<file path="src/rtl/calc_seq_ctrl.sv">
// Instruction sequencer for the complex calculator: decodes one instruction, drives reg-bank/ALU/CORDIC strobes, writes back.
// Latency accept->done: NOP 1, illegal 3, LOADI 4, ALU D+4, CORDIC CORDIC_LAT+4, ALU timeout ALU_TIMEOUT+3.
// Backpressure: instr_ready only in IDLE (one instruction in flight); a new instruction may be taken in the done cycle.
module calc_seq_ctrl #(
    parameter int CORDIC_LAT  = 32,
    parameter int ALU_TIMEOUT = 64,
    parameter int IMM_W       = 64
) (
    input  logic        clock,
    input  logic        reset,
    input  logic        instr_valid,
    input  logic [15:0] instr,
    output logic        instr_ready,
    output logic [3:0]  seloutA,
    output logic [3:0]  seloutB,
    output logic        enrregA,
    output logic        enrregB,
    output logic [3:0]  selwreg,
    output logic        regwen,
    output logic [1:0]  wb_sel,
    output logic [3:0]  opr,
    output logic        alu_start,
    input  logic        alu_done,
    input  logic        alu_res0,
    output logic        cordic_start,
    output logic        cordic_enable,
    output logic        cmp_flag,
    output logic        busy,
    output logic        done,
    output logic        err
);

    // One shared wait counter serves both the ALU timeout and the CORDIC latency.
    localparam int CNT_MAX = (CORDIC_LAT > ALU_TIMEOUT) ? CORDIC_LAT : ALU_TIMEOUT;
    localparam int CNT_W   = (CNT_MAX > 1) ? $clog2(CNT_MAX) : 1;

    localparam logic [CNT_W-1:0] COR_LAST = CNT_W'(CORDIC_LAT - 1);
    localparam logic [CNT_W-1:0] ALU_LAST = CNT_W'(ALU_TIMEOUT - 1);

    localparam logic [3:0] OP_CMP = 4'd8;
    localparam logic [3:0] OP_COR = 4'd9;
    localparam logic [3:0] OP_LDI = 4'd10;
    localparam logic [3:0] OP_NOP = 4'd15;

    localparam logic [1:0] WB_ALU = 2'd0;
    localparam logic [1:0] WB_COR = 2'd1;
    localparam logic [1:0] WB_IMM = 2'd2;

    // The immediate word itself flows through the datapath mux; the sequencer only
    // selects it. A non-positive width is a configuration error with no legal hardware.
    if (IMM_W < 1) begin : g_imm_w_invalid
    end

    typedef enum logic [2:0] {
        S_IDLE,
        S_READ,
        S_ISSUE,
        S_WAIT,
        S_WB
    } state_t;

    state_t           state;
    state_t           state_nxt;
    logic [15:0]      instr_q;
    logic             load;
    logic [CNT_W-1:0] cnt;
    logic [CNT_W-1:0] cnt_nxt;
    logic             ready_en;
    logic             done_q;
    logic             done_nxt;
    logic             err_q;
    logic             err_nxt;
    logic             cmp_q;
    logic             cmp_nxt;

    logic [3:0]       op_q;
    logic [3:0]       dst_q;
    logic [3:0]       srca_q;
    logic [3:0]       srcb_q;
    logic             is_alu;
    logic             is_cmp;
    logic             is_cor;
    logic             is_ldi;

    assign op_q   = instr_q[15:12];
    assign dst_q  = instr_q[11:8];
    assign srca_q = instr_q[7:4];
    assign srcb_q = instr_q[3:0];

    // Decode of the latched instruction; opcodes 0..8 all go through the ALU.
    always_comb begin
        is_alu = (op_q <= OP_CMP);
        is_cmp = (op_q == OP_CMP);
        is_cor = (op_q == OP_COR);
        is_ldi = (op_q == OP_LDI);
    end

    // ready_en keeps instr_ready low until the first clock after reset release.
    assign instr_ready = (state == S_IDLE) && ready_en;
    assign busy        = (state != S_IDLE);
    assign done        = done_q;
    assign err         = err_q;
    assign cmp_flag    = cmp_q;

    // Read selects and ALU op code hold from READ until retire, zero while idle.
    always_comb begin
        seloutA = 4'd0;
        seloutB = 4'd0;
        opr     = 4'd0;
        if (state != S_IDLE) begin
            seloutA = srca_q;
            seloutB = srcb_q;
            if (is_alu) begin
                opr = op_q;
            end
        end
    end

    // State register plus the sticky flags, retire pulse and wait counter.
    always_ff @(posedge clock or negedge reset) begin
        if (!reset) begin
            state    <= S_IDLE;
            instr_q  <= 16'd0;
            cnt      <= '0;
            ready_en <= 1'b0;
            done_q   <= 1'b0;
            err_q    <= 1'b0;
            cmp_q    <= 1'b0;
        end else begin
            state    <= state_nxt;
            cnt      <= cnt_nxt;
            ready_en <= 1'b1;
            done_q   <= done_nxt;
            err_q    <= err_nxt;
            cmp_q    <= cmp_nxt;
            if (load) begin
                instr_q <= instr;
            end
        end
    end

    // Next-state and datapath strobes for the IDLE->READ->ISSUE->WAIT->WB flow.
    always_comb begin
        state_nxt     = state;
        cnt_nxt       = cnt;
        load          = 1'b0;
        done_nxt      = 1'b0;
        err_nxt       = err_q;
        cmp_nxt       = cmp_q;
        enrregA       = 1'b0;
        enrregB       = 1'b0;
        selwreg       = 4'd0;
        regwen        = 1'b0;
        wb_sel        = WB_ALU;
        alu_start     = 1'b0;
        cordic_start  = 1'b0;
        cordic_enable = 1'b0;

        case (state)
            S_IDLE: begin
                if (instr_valid && instr_ready) begin
                    load    = 1'b1;
                    err_nxt = 1'b0;
                    if (instr[15:12] == OP_NOP) begin
                        // NOP never touches the datapath: retire straight from IDLE.
                        done_nxt = 1'b1;
                    end else begin
                        state_nxt = S_READ;
                    end
                end
            end

            S_READ: begin
                // Operands are captured here, so dst may alias a source safely.
                enrregA   = 1'b1;
                enrregB   = 1'b1;
                state_nxt = S_ISSUE;
            end

            S_ISSUE: begin
                cnt_nxt = '0;
                if (is_alu) begin
                    alu_start = 1'b1;
                    state_nxt = S_WAIT;
                end else if (is_cor) begin
                    cordic_start  = 1'b1;
                    cordic_enable = 1'b1;
                    state_nxt     = S_WAIT;
                end else if (is_ldi) begin
                    state_nxt = S_WB;
                end else begin
                    // Opcodes 11..14: flag and retire without touching the bank.
                    err_nxt   = 1'b1;
                    done_nxt  = 1'b1;
                    state_nxt = S_IDLE;
                end
            end

            S_WAIT: begin
                if (is_cor) begin
                    cordic_enable = 1'b1;
                    if (cnt == COR_LAST) begin
                        state_nxt = S_WB;
                    end else begin
                        cnt_nxt = cnt + CNT_W'(1);
                    end
                end else if (alu_done) begin
                    // alu_done is only looked at from WAIT on, so a stale done during ISSUE is ignored.
                    if (is_cmp) begin
                        cmp_nxt = alu_res0;
                    end
                    state_nxt = S_WB;
                end else if (cnt == ALU_LAST) begin
                    err_nxt   = 1'b1;
                    done_nxt  = 1'b1;
                    state_nxt = S_IDLE;
                end else begin
                    cnt_nxt = cnt + CNT_W'(1);
                end
            end

            S_WB: begin
                // Compare passes through WB to keep ALU latency uniform, but never writes.
                if (!is_cmp) begin
                    regwen  = 1'b1;
                    selwreg = dst_q;
                    if (is_cor) begin
                        wb_sel = WB_COR;
                    end else if (is_ldi) begin
                        wb_sel = WB_IMM;
                    end else begin
                        wb_sel = WB_ALU;
                    end
                end
                done_nxt  = 1'b1;
                state_nxt = S_IDLE;
            end

            default: begin
                state_nxt = S_IDLE;
            end
        endcase
    end

endmodule

</file>
<file path="config.mk">
export PLATFORM = sky130hd
export DESIGN_NAME = calc_seq_ctrl
export DESIGN_NICKNAME = d
export VERILOG_FILES = /design/src/rtl/calc_seq_ctrl.sv
export SDC_FILE = /design/constraint.sdc
export NUM_CORES = 1
export LEC_CHECK = 0
export ABC_AREA = 1
export ABC_CLOCK_PERIOD_IN_PS = 1760
export CAP_MARGIN = 20
export CORE_UTILIZATION = 47
export CTS_CLUSTER_DIAMETER = 150
export DETAILED_ROUTE_END_ITERATION = 10
export PLACE_DENSITY = 0.76
export SLEW_MARGIN = 20
export SYNTH_ARGS = -nofsm -noshare
export SYNTH_HDL_FRONTEND = slang
export SYNTH_SLANG_ARGS = --single-unit
</file>
<file path="constraint.sdc">
create_clock -name clock -period 1.76 [get_ports clock]
set_input_delay 0.176 -clock clock [delete_from_list [all_inputs] [get_ports clock]]
set_output_delay 0.176 -clock clock [all_outputs]
set_load 0.02 [all_outputs]
</file>
Word level (Yosys, flattened, before mapping)
Index checks and enable logic that the tools add are counted.
Word-level totals
  output and inout port bits: 29
  logic and storage cells: 96
  input bits: 21
  bits in registers: 29
Operators by class
  equality and inequality tests: 23
  add/sub/neg operators: 1
  reduce and logical (&&, ||, !) cells: 10
  bitwise operators: 1
  muxes and demuxes: 53
  $lt $le $gt $ge: 1
Operator list (number)
  $mux W3: 9
  $mux W1: 25
  $mux W4: 6
  $mux W6: 4
  $eq A4 B4 Y1 const B: 4
  $ne A2 B2 Y1 const B: 7
  $ne A3 B3 Y1 const B: 4
  $pmux W3 S4: 1
  $pmux W6 S2: 1
  $reduce_and A4 Y1: 3
  $mux W2: 4
  $reduce_and A8 Y1: 1
  $add A6 B1 Y6 const B: 1
  $eq A3 B2 Y1 const B: 2
  $eq A6 B5 Y1 const B: 1
  $eq A6 B6 Y1 const B: 1
  $reduce_bool A3 Y1: 2
  $le A4 B4 Y1 const B: 1
  $ne A4 B4 Y1 const B: 1
  $pmux W1 S4: 1
  $eq A3 B1 Y1 const B: 1
  $eq A3 B3 Y1 const B: 1
  $logic_not A3 Y1: 1
  $pmux W1 S3: 1
  5 further kinds: 6

Depth between registers and ports, before layout
  depth in word-level cells: 5
  depth in mapped cells: 10
  mapped depth without buffers: 10

Worst setup path before layout
Ideal clock, no wire load.
  path kind: register to output
  start point: register state[0]
  end point: output port enrregB
  buffers on the path: 1
  arrival time: 1.304 ns
  slack: 0.280 ns
  required time: 1.584 ns
  cell stages (with the launch flop): 4
  cell sequence: dfrtp_1 -> inv_2 -> nor3_1 -> buf_4
On the way
  longest elaborated chain between the ends: 2
Ends and longest elaborated chain
  start: declaration: RTL line 62  | state_t state;
  start signal: assignment: RTL line 130  | state <= state_nxt;
  $eq A3 B1 Y1
  $mux W1
  end: declaration: RTL line 17  | output logic enrregB,
No other way between the ends.

Worst setup path after layout
  start point: register state[1]
  end point: output port seloutA[1]
On the way
  longest elaborated chain between the ends: 2
Ends and longest elaborated chain
  $reduce_bool A3 Y1: RTL line 110  | if (state != S_IDLE) begin
  $mux W4: RTL line 110
  end: declaration: RTL line 14  | output logic [3:0] seloutA,
No other way between the ends.

==> results.md <==
* Mapped cell area at 1650 um2
* Pre-CTS setup slack at 3.93 ps
* Syn Area/Cell at 7.29 um2
* DPL Wire Length at 2990 um
* Placed cells at 329
* Setup Skew at 7.63 ps
* Global-route wire length before repair at 6510 um
* Outcome: finished, final reports clean
* Clk sink count at 29
* Yosys reg bits at 29
* Total negative setup slack at 0 ps
* CP arrival at 1540 ps
* Initial DRC count at 78
* Die X at 61.3 um
* Final GP Congestion at 0.847
* Leakage at 1.17 nW
* Layout area overhead at 38.7%
* Req. time, crit path at 1580 ps
* Post-Layout Cell Count at 340
* Area share of the largest cell type after synthesis at 0.439
* Num rows at 21
* Cell Pwr Density at 1620 nW/um2
* Max clock buf depth at 2
* Worst skew pair latency at 330 ps
* Filler cells at 324
* Final setup fails at 0
* WL/cell at 11.6 um
* Core area at 3360 um2
* Mapped Cells at 227
* Die area at 3760 um2
* Max-Cap Viols at 0
* Largest net degree at the start of global routing at 30
* Layout cells sized above 1 at 0.248
* Most common cell in the netlist: nand2_1
* Core Util, Final at 0.682
* Final hold viol count at 0
* Crit path kind: reg2out
* Antenna violations before repair at 0
* Crit end category: output pin
* Period utilisation layout at 0.972
* Routed vias/inst at 4.84
* Worst hold slack at 216 ps
* Gr ovfl total at 0
* Synth warnings at 0
* Final ANT Viol Nets at 0
* Period minus WS final at 1710 ps
* CP startpoint kind: register
* Via count at 1646
* Max FO, Critical Path at 4
* Hold Path Class: in2async
* I/O pin cnt at 50
* Mapped Nets at 249
* Drt total wl at 3940 um
* Starting Density at 0.492
* Post-synth EDFFs at 0
* Prevailing post-synth register cell: dfrtp_1
* Num CTS Buffers at 5
* Post-layout net count at 315
* Asr flop ratio synth at 1.00
* DR DRC count at 0
* Slew Limit Fails at 0
* Top cells by count, synth: 69 x nand2_1, 31 x nor2_1, 29 x dfrtp_1, 26 x inv_1, 13 x o21ai_0
* Max VDD drop at 710 uV
* Worst setup margin at 48.4 ps
* Global-route usage over all layers at 0.241
* Seq/Total Area, Yosys at 0.439
* Port bufs at 49
* Tot Pwr at 3.73 mW
* Die Span Y at 61.3 um
* Distinct cells, synth at 30
* CTS H-tree depth at 2
* Root Driver: clkbuf_4
* Clk pin slew, worst setup/hold paths at 90 ps
* Yosys top cell by area: dfrtp_1
* Placed cell area at 2280 um2
* CTS tree: done
* Drt first pass iters at 4
* Diode count at 0
* Final Cell Area at 2290 um2
* Number of global-route vias before repair at 1436
* Synth area leaders: dfrtp_1 44%, nand2_1 16%, nor2_1 7.0%, inv_1 5.9%, o21ai_0 3.9%
* Peak Freq at 584 MHz
## state kept, by name, indices dropped and copies added, names as in the netlist
name / count
ready_en: 1
instr_q: 16
cmp_flag: 1
err: 1
cnt: 6
done: 1
state: 3
## worst paths after layout
kind | from | endpoint | slack [ps] | depth (start not counted)
worst max-delay path | state[1] | seloutA[1] | 50 | 6
worst min-delay path | reset | state[0] | 220 | 2
worst max register to register | state[2] | cnt[2] | 120 | 10
worst min register to register | instr_q[10] | instr_q[10] | 480 | 2
max in group asynchronous | reset | instr_q[7] | 1270 | 2
min in group clock | alu_res0 | cmp_flag | 380 | 3
## logic make-up after synthesis
| logic type | share of synthesized area |
|---|---|
| AO/OA/AOI/OAI | 0.0772 |
| XOR/XNOR | 0.0106 |
| adder cells (fa/ha/maj) | 0.00756 |
| buffers and inverters | 0.0870 |
| flip-flops | 0.439 |
| other | 0.00227 |
| AND/OR/NAND/NOR | 0.377 |
## timing repair
item / in CTS / in global routing
endpoints found under the setup margin: 26 / 24
setup buffers: 2 / 1
gates resized for setup: 47 / 39
hold buffers: 0 / 0
## power by group
| group | switching, mW | total (mW) | internal [mW] |
|---|---|---|---|
| Combinational | 1.36 | 2.22 | 0.855 |
| Sequential | 0.125 | 1.04 | 0.919 |
| Clock | 0.232 | 0.463 | 0.231 |
## metal layers
layer  vias up  GRT usage  share of wire
li1        827          -              -
met1       758      0.301           0.43
met2        51      0.404           0.49
met3        10     0.0546          0.055
met4         0      0.101          0.023
met5         -          0              0
## layout make-up
| class | instances | area [um2] | area share |
|---|---|---|---|
| Multi-Input combinational cell | 162 | 806 | 0.351 |
| Clock inverter | 1 | 5.00 | 0.00218 |
| Inverter | 31 | 116 | 0.0507 |
| Timing Repair Buffer | 64 | 518 | 0.226 |
| Clock buffer | 7 | 65.1 | 0.0284 |
| Sequential cell | 29 | 726 | 0.316 |
| Tap cell | 46 | 57.6 | 0.0251 |
## layout by cell type (no fill, tap or decap), types with 4 or more instances in the layout
cell type	synthesis	final
nand2_1	69	68
nor2_1	31	30
dfrtp_1	29	29
inv_1	26	25
clkdlybuf4s50_1	0	23
clkbuf_2	0	16
o21ai_0	13	13
buf_4	1	13
nand3_1	11	11
inv_2	5	6
clkbuf_4	0	5
nor2_2	4	4
nor2_4	3	4
nand2_4	4	4
buf_2	4	4
## worst max-delay path, cell delays in order, from the launching register on
cell and delay (ps):
dfrtp_1 410, inv_2 60, nand2_1 90, nor2_2 170, buf_6 140, nor2_1 30
dlygate4sd2_1 310
Note: power is estimated with default switching activity, not from simulation.
